## config.mk

```make
export PLATFORM = sky130hd
export DESIGN_NAME = imem_loader
export DESIGN_NICKNAME = d
export VERILOG_FILES = /design/src/rtl/imem_loader.sv
export SDC_FILE = /design/constraint.sdc
export NUM_CORES = 1
export LEC_CHECK = 0
export CAP_MARGIN = 20
export CELL_PAD_IN_SITES_DETAIL_PLACEMENT = 1
export CELL_PAD_IN_SITES_GLOBAL_PLACEMENT = 2
export CORE_MARGIN = 2
export CORE_UTILIZATION = 35
export CTS_BUF_LIST = sky130_fd_sc_hd__clkbuf_16
export DETAILED_ROUTE_END_ITERATION = 12
export GPL_TIMING_DRIVEN = 1
export PLACE_DENSITY = 0.79
export REMOVE_ABC_BUFFERS = 1
export SETUP_SLACK_MARGIN = 0.05
export SYNTH_ARGS = -nofsm -noshare
export SYNTH_HDL_FRONTEND = slang
export SYNTH_SLANG_ARGS = --single-unit
export TNS_END_PERCENT = 100
```

## constraint.sdc

```tcl
create_clock -name clk -period 2.65 [get_ports clk]
set_input_delay 0.53 -clock clk [delete_from_list [all_inputs] [get_ports clk]]
set_output_delay 0.53 -clock clk [all_outputs]
set_load 0.01 [all_outputs]
```

## src/rtl/imem_loader.sv

```systemverilog
// Boot-time instruction-memory loader: length-prefixed little-endian byte stream -> 32-bit word writes.
// Optional trailing checksum byte when IMEM_LOADER_CHECKSUM_EN is defined.
module imem_loader #(
  parameter int ADDR_WIDTH = 10,
  parameter int DATA_WIDTH = 32
) (
  input  logic                  clk,
  input  logic                  rst_n,
  input  logic                  start_i,
  input  logic [7:0]            rx_data_i,
  input  logic                  rx_valid_i,
  output logic                  rx_ready_o,
  output logic                  mem_we_o,
  output logic [ADDR_WIDTH-1:0] mem_waddr_o,
  output logic [DATA_WIDTH-1:0] mem_wdata_o,
  output logic                  cpu_hold_o,
  output logic                  busy_o,
  output logic                  done_o,
  output logic                  error_o
);

  localparam logic [31:0] CAPACITY = 32'd1 << (ADDR_WIDTH - 2);

`ifdef IMEM_LOADER_CHECKSUM_EN
  typedef enum logic [2:0] {IDLE, LEN_LO, LEN_HI, DATA, CHK, DONE} state_t;
`else
  typedef enum logic [2:0] {IDLE, LEN_LO, LEN_HI, DATA, DONE} state_t;
`endif

  state_t                state_q, state_d;
  logic [15:0]           len_q, len_d;
  logic [15:0]           word_idx_q, word_idx_d;
  logic [1:0]            byte_idx_q, byte_idx_d;
  logic [23:0]           buf_q, buf_d;
  logic                  mem_we_q, mem_we_d;
  logic [ADDR_WIDTH-1:0] mem_waddr_q, mem_waddr_d;
  logic [DATA_WIDTH-1:0] mem_wdata_q, mem_wdata_d;
  logic                  error_q, error_d;
`ifdef IMEM_LOADER_CHECKSUM_EN
  logic [7:0]            sum_q, sum_d;
`endif

  logic        accept;
  logic [15:0] len_full;
  logic [15:0] word_idx_inc;

  assign rx_ready_o  = (state_q == LEN_LO) || (state_q == LEN_HI) || (state_q == DATA)
`ifdef IMEM_LOADER_CHECKSUM_EN
                       || (state_q == CHK)
`endif
                       ;
  assign busy_o      = (state_q != IDLE);
  assign cpu_hold_o  = (state_q != IDLE);
  assign done_o      = (state_q == DONE);
  assign mem_we_o    = mem_we_q;
  assign mem_waddr_o = mem_waddr_q;
  assign mem_wdata_o = mem_wdata_q;
  assign error_o     = error_q;

  always_comb begin
    state_d      = state_q;
    len_d        = len_q;
    word_idx_d   = word_idx_q;
    byte_idx_d   = byte_idx_q;
    buf_d        = buf_q;
    mem_we_d     = 1'b0;
    mem_waddr_d  = mem_waddr_q;
    mem_wdata_d  = mem_wdata_q;
    error_d      = error_q;
`ifdef IMEM_LOADER_CHECKSUM_EN
    sum_d        = sum_q;
`endif
    accept       = rx_valid_i && rx_ready_o;
    len_full     = {rx_data_i, len_q[7:0]};
    word_idx_inc = word_idx_q + 16'd1;

    case (state_q)
      IDLE: begin
        if (start_i) begin
          state_d    = LEN_LO;
          error_d    = 1'b0;
          word_idx_d = '0;
          byte_idx_d = '0;
`ifdef IMEM_LOADER_CHECKSUM_EN
          sum_d      = '0;
`endif
        end
      end
      LEN_LO: begin
        if (accept) begin
          len_d   = {8'h00, rx_data_i};
          state_d = LEN_HI;
        end
      end
      LEN_HI: begin
        if (accept) begin
          len_d = len_full;
          if (len_full == 16'd0) begin
            state_d = DONE;
          end else if ({16'd0, len_full} > CAPACITY) begin
            error_d = 1'b1;
            state_d = DONE;
          end else begin
            state_d = DATA;
          end
        end
      end
      DATA: begin
        if (accept) begin
`ifdef IMEM_LOADER_CHECKSUM_EN
          sum_d = sum_q + rx_data_i;
`endif
          if (byte_idx_q == 2'd3) begin
            // Top lane comes straight from the input so the word is written without an extra cycle.
            mem_wdata_d = DATA_WIDTH'({rx_data_i, buf_q});
            mem_waddr_d = ADDR_WIDTH'({word_idx_q, 2'b00});
            mem_we_d    = 1'b1;
            word_idx_d  = word_idx_inc;
            byte_idx_d  = '0;
            if (word_idx_inc == len_q) begin
`ifdef IMEM_LOADER_CHECKSUM_EN
              state_d = CHK;
`else
              state_d = DONE;
`endif
            end
          end else begin
            case (byte_idx_q)
              2'd0:    buf_d[7:0]   = rx_data_i;
              2'd1:    buf_d[15:8]  = rx_data_i;
              default: buf_d[23:16] = rx_data_i;
            endcase
            byte_idx_d = byte_idx_q + 2'd1;
          end
        end
      end
`ifdef IMEM_LOADER_CHECKSUM_EN
      CHK: begin
        if (accept) begin
          if (8'(sum_q + rx_data_i) != 8'd0) error_d = 1'b1;
          state_d = DONE;
        end
      end
`endif
      DONE: state_d = IDLE;
      default: state_d = IDLE;
    endcase
  end

  always_ff @(posedge clk or negedge rst_n) begin
    if (!rst_n) begin
      state_q     <= IDLE;
      len_q       <= '0;
      word_idx_q  <= '0;
      byte_idx_q  <= '0;
      buf_q       <= '0;
      mem_we_q    <= 1'b0;
      mem_waddr_q <= '0;
      mem_wdata_q <= '0;
      error_q     <= 1'b0;
`ifdef IMEM_LOADER_CHECKSUM_EN
      sum_q       <= '0;
`endif
    end else begin
      state_q     <= state_d;
      len_q       <= len_d;
      word_idx_q  <= word_idx_d;
      byte_idx_q  <= byte_idx_d;
      buf_q       <= buf_d;
      mem_we_q    <= mem_we_d;
      mem_waddr_q <= mem_waddr_d;
      mem_wdata_q <= mem_wdata_d;
      error_q     <= error_d;
`ifdef IMEM_LOADER_CHECKSUM_EN
      sum_q       <= sum_d;
`endif
    end
  end

endmodule

```

Word level (Yosys, flattened, before mapping)
Cells that the tools add are included.
{"block": "word_totals", "register_bits": 103, "out_inout_bits": 48, "elab_cells": 82}
{"block": "op_classes", "n_mux": 28, "n_bitwise": 3, "addsub": 2, "order_cmp": 1, "reduce_logical": 21, "n_eq_ne": 15}
{"op": "16-bit two-way mux", "count": 5}
{"op": "16-bit one-hot mux with 2 select lines", "count": 2}
{"op": "3-bit two-way mux", "count": 8}
{"op": "16-bit by 1-bit adder with 16-bit output, second input constant", "count": 1}
{"op": "16-bit == test", "count": 1}
{"op": "16-bit by 9-bit greater-than comparator with 1-bit output, second input constant", "count": 1}
{"op": "16-bit zero test", "count": 1}
{"op": "4-bit AND reduction", "count": 4}
{"op": "3-bit one-hot mux with 4 select lines", "count": 1}
{"op": "3-bit AND reduction", "count": 4}
{"op": "2-bit != test, second input constant", "count": 5}
{"op": "1-bit two-way mux", "count": 7}
{"op": "3-bit by 2-bit == test with 1-bit output, second input constant", "count": 2}
{"op": "2-bit two-way mux", "count": 3}
{"op": "2-bit by 1-bit != test with 1-bit output, second input constant", "count": 3}
{"op": "6-bit AND reduction", "count": 1}
{"op": "2-bit nonzero test", "count": 3}
{"op": "5-bit AND reduction", "count": 1}
{"op": "2-bit one-hot mux with 2 select lines", "count": 1}
{"op": "3-bit by 1-bit == test with 1-bit output, second input constant", "count": 1}
{"op": "3-bit == test, second input constant", "count": 1}
{"op": "3-bit zero test", "count": 1}
{"op": "1-bit NOT", "count": 3}
{"op": "3-bit nonzero test", "count": 1}
{"op": "other kinds (8)", "count": 9}

Longest topological paths before layout
{"block": "logic_depth", "word_depth": 6, "depth_mapped": 11, "ltp_nobuf": 9}

Worst setup path before layout
No wires, ideal clock.
{"block": "synth_path", "path_type": "register -> register", "startpoint": "register word_idx_q[1]", "endpoint": "register state_q[0]", "setup_slack_ns": 0.374, "arrival_time_ns": 2.157, "n_path_buf": 1, "synth_period_minus_slack_ns": 2.276, "stages_incl_launch_ff": 10, "cell_sequence": "dfrtp_1 ha_1 and4_1 buf_6 nand3_2 o21ai_1 a2111oi_2 o2111ai_2 or3_4 o21a_1"}
{"block": "synth_between", "elab_chain_cells": 4}
{"item": "start, declared", "line_no": "32", "source": "logic [15:0] word_idx_q, word_idx_d;"}
{"item": "start signal, assigned", "line_no": "167", "source": "word_idx_q <= word_idx_d;"}
{"item": "16-bit by 1-bit adder with 16-bit output", "line_no": "75", "source": "word_idx_inc = word_idx_q + 16'd1;"}
{"item": "16-bit == test", "line_no": "120", "source": "if (word_idx_inc == len_q) begin"}
{"item": "2-bit by 1-bit != test with 1-bit output (no line)"}
{"item": "6-bit AND reduction (no line)"}
{"item": "end signal, assigned", "line_no": "165", "source": "state_q <= state_d;"}
{"item": "end, declared", "line_no": "30", "source": "state_t state_q, state_d;"}
No other way between the ends.
A chain may end at the register's enable or synchronous reset.

Worst setup path in the final report
{"block": "layout_path", "startpoint": "register word_idx_q[0]", "endpoint": "register state_q[1]"}
The elaborated chain is that of the path after synthesis.

==> impl_metrics.yaml <==
grt:
  grt_antenna_before_repair: 0
  grt_start_max_net_pins: 53
  first_global_vias: 4263
  grt_first_pass_wirelength_um: 22300
  overflow: 0
  grt_use_total_pct: 19.26
finish:
  num_antenna_cells: 0
  flow.area_growth_from_synthesis_pct: 22.91
  nNetsFinal: 593
  post-route-cell-area_mm2: 0.006075
  layout-drive-gt1-share_pct: 16.52
detailed_routing:
  final_antenna_violating_net_count: 0
  route.detailed.vias_per_inst: 5.173
  drt_first_iter_violations: 219
  drt_pass1_iterations: 4
  wirelength_um: 13560
  detail_route.drc_violations: 0
  routed-via-count: 3937
  drt-wirelength-per-cell_um: 17.81
logic_synthesis:
  netlist_instances: 510
  post_synth_instance_area_mm2: 0.004942
  synthDominantCellAreaShare_pct: 52.15
  post_synth_and_or_nand_nor_area_fraction_pct: 19.97
  synth.yosys.seq_area_share_pct: 52.15
  asyncSetResetFlopFracSynth_pct: 100.0
  synth_adder_area_share_pct: 1.266
  synth_compound_gate_area_share_pct: 10.91
  synth-edff-count: 0
  yosys.area_share.xor_xnor_pct: 3.696
  synth.area.top_cells: "sky130_fd_sc_hd__dfrtp_1 (52%), sky130_fd_sc_hd__nand2_1 (12%), sky130_fd_sc_hd__mux2_2 (7.1%)"
  ys_ff_latch: 103
  yosys-mux-area-fraction_pct: 7.266
  syn-mean-instance-area_um2: 9.691
  synth-main-ff-cell: "sky130_fd_sc_hd__dfrtp_1"
  synth_warnings: 0
  synth_top_family_by_area: "simple AND/OR/NAND/NOR gates"
  synth_cell_types: 54
  library_cell_with_the_largest_summed_area_after_synthesis: "sky130_fd_sc_hd__dfrtp_1"
sta:
  setup_slack_ps: 198.9
  final_min_period_over_clock_period_pct: 92.50
  number_of_setup_violations_in_the_final_report: 0
  slew_violations: 0
  upper_clock_frequency_limit_mhz: 408.0
  layout_min_cycle_time_ps: 2451
  fin_skew_ps: 5.853
  timing.final.hold_violations: 0
  fin_tns_setup_ps: 0
clocking:
  clk_root_buffer_cell: "sky130_fd_sc_hd__clkbuf_16"
  cts_tree: "built"
  cts.sink_count: 103
  htree_levels: 3
  clk_transition_reported_paths_ps: 80
  total_clock_buffers_created_by_cts: 9
  postCtsHoldBufs: 0
  worstSkewPairLatency_ps: 350
  cts.path.max_buffers: 2
critical_path:
  r2r_cells: 9
  worst_ep_arrival_time_ps: 2690
  timing.reg2reg.setup_slack_ps: 200
  critical_path.reg2reg.startpoint: "word_idx_q[0]$_DFFE_PN0P_"
  critical_path.endpoint_type: "register"
  worstSetupStartpointType: "register"
  path_class: "reg -> reg"
  critical_path_peak_fanout: 10
  crit_required_ps: 2890
  reg2reg_end: "state_q[1]$_DFFE_PN0P_"
  worst_setup_path_startpoint: "word_idx_q[0]$_DFFE_PN0P_"
place:
  place_worst_setup_slack_ps: 71.52
  port_buffers: 57
  detailed_place_hpwl_um: 9334
  placed_cell_area_mm2: 0.005783
  gpl.final_weighted_congestion: 0.8354
power_and_ir_drop:
  max-vdd-ir-drop_mv: 0.3803
  power_density_mw_per_mm2: 767.4
  leakage_uw: 0.002809
min_path:
  worstHoldPathType: "in -> async"
run:
  drv_cap: 0
floorplan:
  die_area_mm2: 0.01509
  rows: 43
  die_h_um: 122.8
  ioPinCount: 60
  core-area_mm2: 0.01383
  initial_utilization_pct: 35.74
  die-width_um: 122.8
status:
  outcome: "completed"
[layout make-up]
type / count / area (um2)
inverter: 11 / 41.29
tap: 180 / 225.2
clock buffer: 9 / 225.2
sequential: 103 / 2577
timing repair buffer: 86 / 798.3
fill: 1557 / 7752
clock inverter: 7 / 56.30
multi-input combinational: 365 / 2151
[routing by layer]
metal / wire length [um] / part of all wire, % / up-vias / track usage [%]
met5: 0 / 0 / - / 0
met3: 458 / 3.4 / 17 / 3.067
li1: - / - / 1856 / -
met1: 6199 / 46 / 1998 / 25.96
met4: 238 / 1.8 / 0 / 5.963
met2: 6660 / 49 / 66 / 31.80
[worst max-delay path: stages, from the launching register on]
cell                        delay (ps)
sky130_fd_sc_hd__dfrtp_1           360
sky130_fd_sc_hd__ha_1              210
sky130_fd_sc_hd__and4_2            400
sky130_fd_sc_hd__nand4_1           270
sky130_fd_sc_hd__xnor2_1           200
sky130_fd_sc_hd__nand2b_1           90
sky130_fd_sc_hd__o2111ai_1         160
sky130_fd_sc_hd__o41ai_2           420
sky130_fd_sc_hd__buf_4             170
sky130_fd_sc_hd__a21oi_1            50
[cells in the mapped netlist, drive strengths merged (2+ instances only)]
cell type	instances
nand2	165
dfrtp	103
o21ai	36
mux2	31
xnor2	17
buf	16
clkbuf	15
nand3	12
nor2	12
a21oi	11
inv	11
o31ai	9
a22oi	8
nand4	7
and2	5
ha	5
nor3	5
nor4	5
a31oi	4
and3	4
o41ai	3
or3	3
xor2	3
a21o	2
and4	2
nand2b	2
o2111ai	2
[cells by family after synthesis]
kind of cell | after synthesis
simple gates | 223
compound gates | 83
fa+ha+maj | 5
flops | 103
other cells | 1
buf+inv | 43
mux | 32
xor+xnor | 20
[worst max-delay path by stage]
stage / endpoint / cells after the start
global placement: state_q[1]$_DFFE_PN0P_ / 8
CTS: state_q[1]$_DFFE_PN0P_ / 9
detailed placement: state_q[1]$_DFFE_PN0P_ / 9
floorplan: word_idx_q[4]$_DFFE_PN0P_ / 8
global route: state_q[2]$_DFFE_PN0P_ / 8
finish: state_q[1]$_DFFE_PN0P_ / 9
[metrics by stage]
step,total power (uW),hold WS (ps),cells,utilization (%)
floorplan,2865,234.4,479,-
global placement,3319,445.9,745,41.82
detailed placement,3395,452.0,745,41.82
CTS,4710,108.8,761,43.88
global route,4939,123.5,761,43.93
finish,4662,94.45,761,43.93
[repair_timing]
action,CTS,global route
pin swaps,0,0
setup buffers,0,0
setup endpoints to repair,1,1
endpoints found under the hold margin,0,0
gates resized for setup,2,1
[sequential cells by signal, summed over array words and instances (netlist names)]
| signal | cells |
|---|---|
| mem_wdata_o | 32 |
| buf_q | 24 |
| len_q | 16 |
| word_idx_q | 16 |
| mem_waddr_o | 8 |
| state_q | 3 |
| byte_idx_q | 2 |
| error_o | 1 |
| mem_we_o | 1 |
[cells in the final DEF (no fill, tap or decap), types with 11 or more instances in the layout]
master / Yosys / layout
sky130_fd_sc_hd__mux2_2: 31 / 31
sky130_fd_sc_hd__nor2_1: 12 / 12
sky130_fd_sc_hd__clkdlybuf4s50_1: 0 / 56
sky130_fd_sc_hd__dfrtp_1: 103 / 103
sky130_fd_sc_hd__buf_4: 3 / 29
sky130_fd_sc_hd__a21oi_1: 11 / 11
sky130_fd_sc_hd__nand2_1: 163 / 162
sky130_fd_sc_hd__xnor2_1: 16 / 16
sky130_fd_sc_hd__o21ai_0: 34 / 34
sky130_fd_sc_hd__inv_1: 11 / 11
[power breakdown]
group / switching [uW] / total, uW / internal [uW]
clock: 641 / 1290 / 650
sequential: 288 / 2150 / 1870
combinational: 612 / 1220 / 605
No activity file was read; power rests on OpenSTA's default activity.
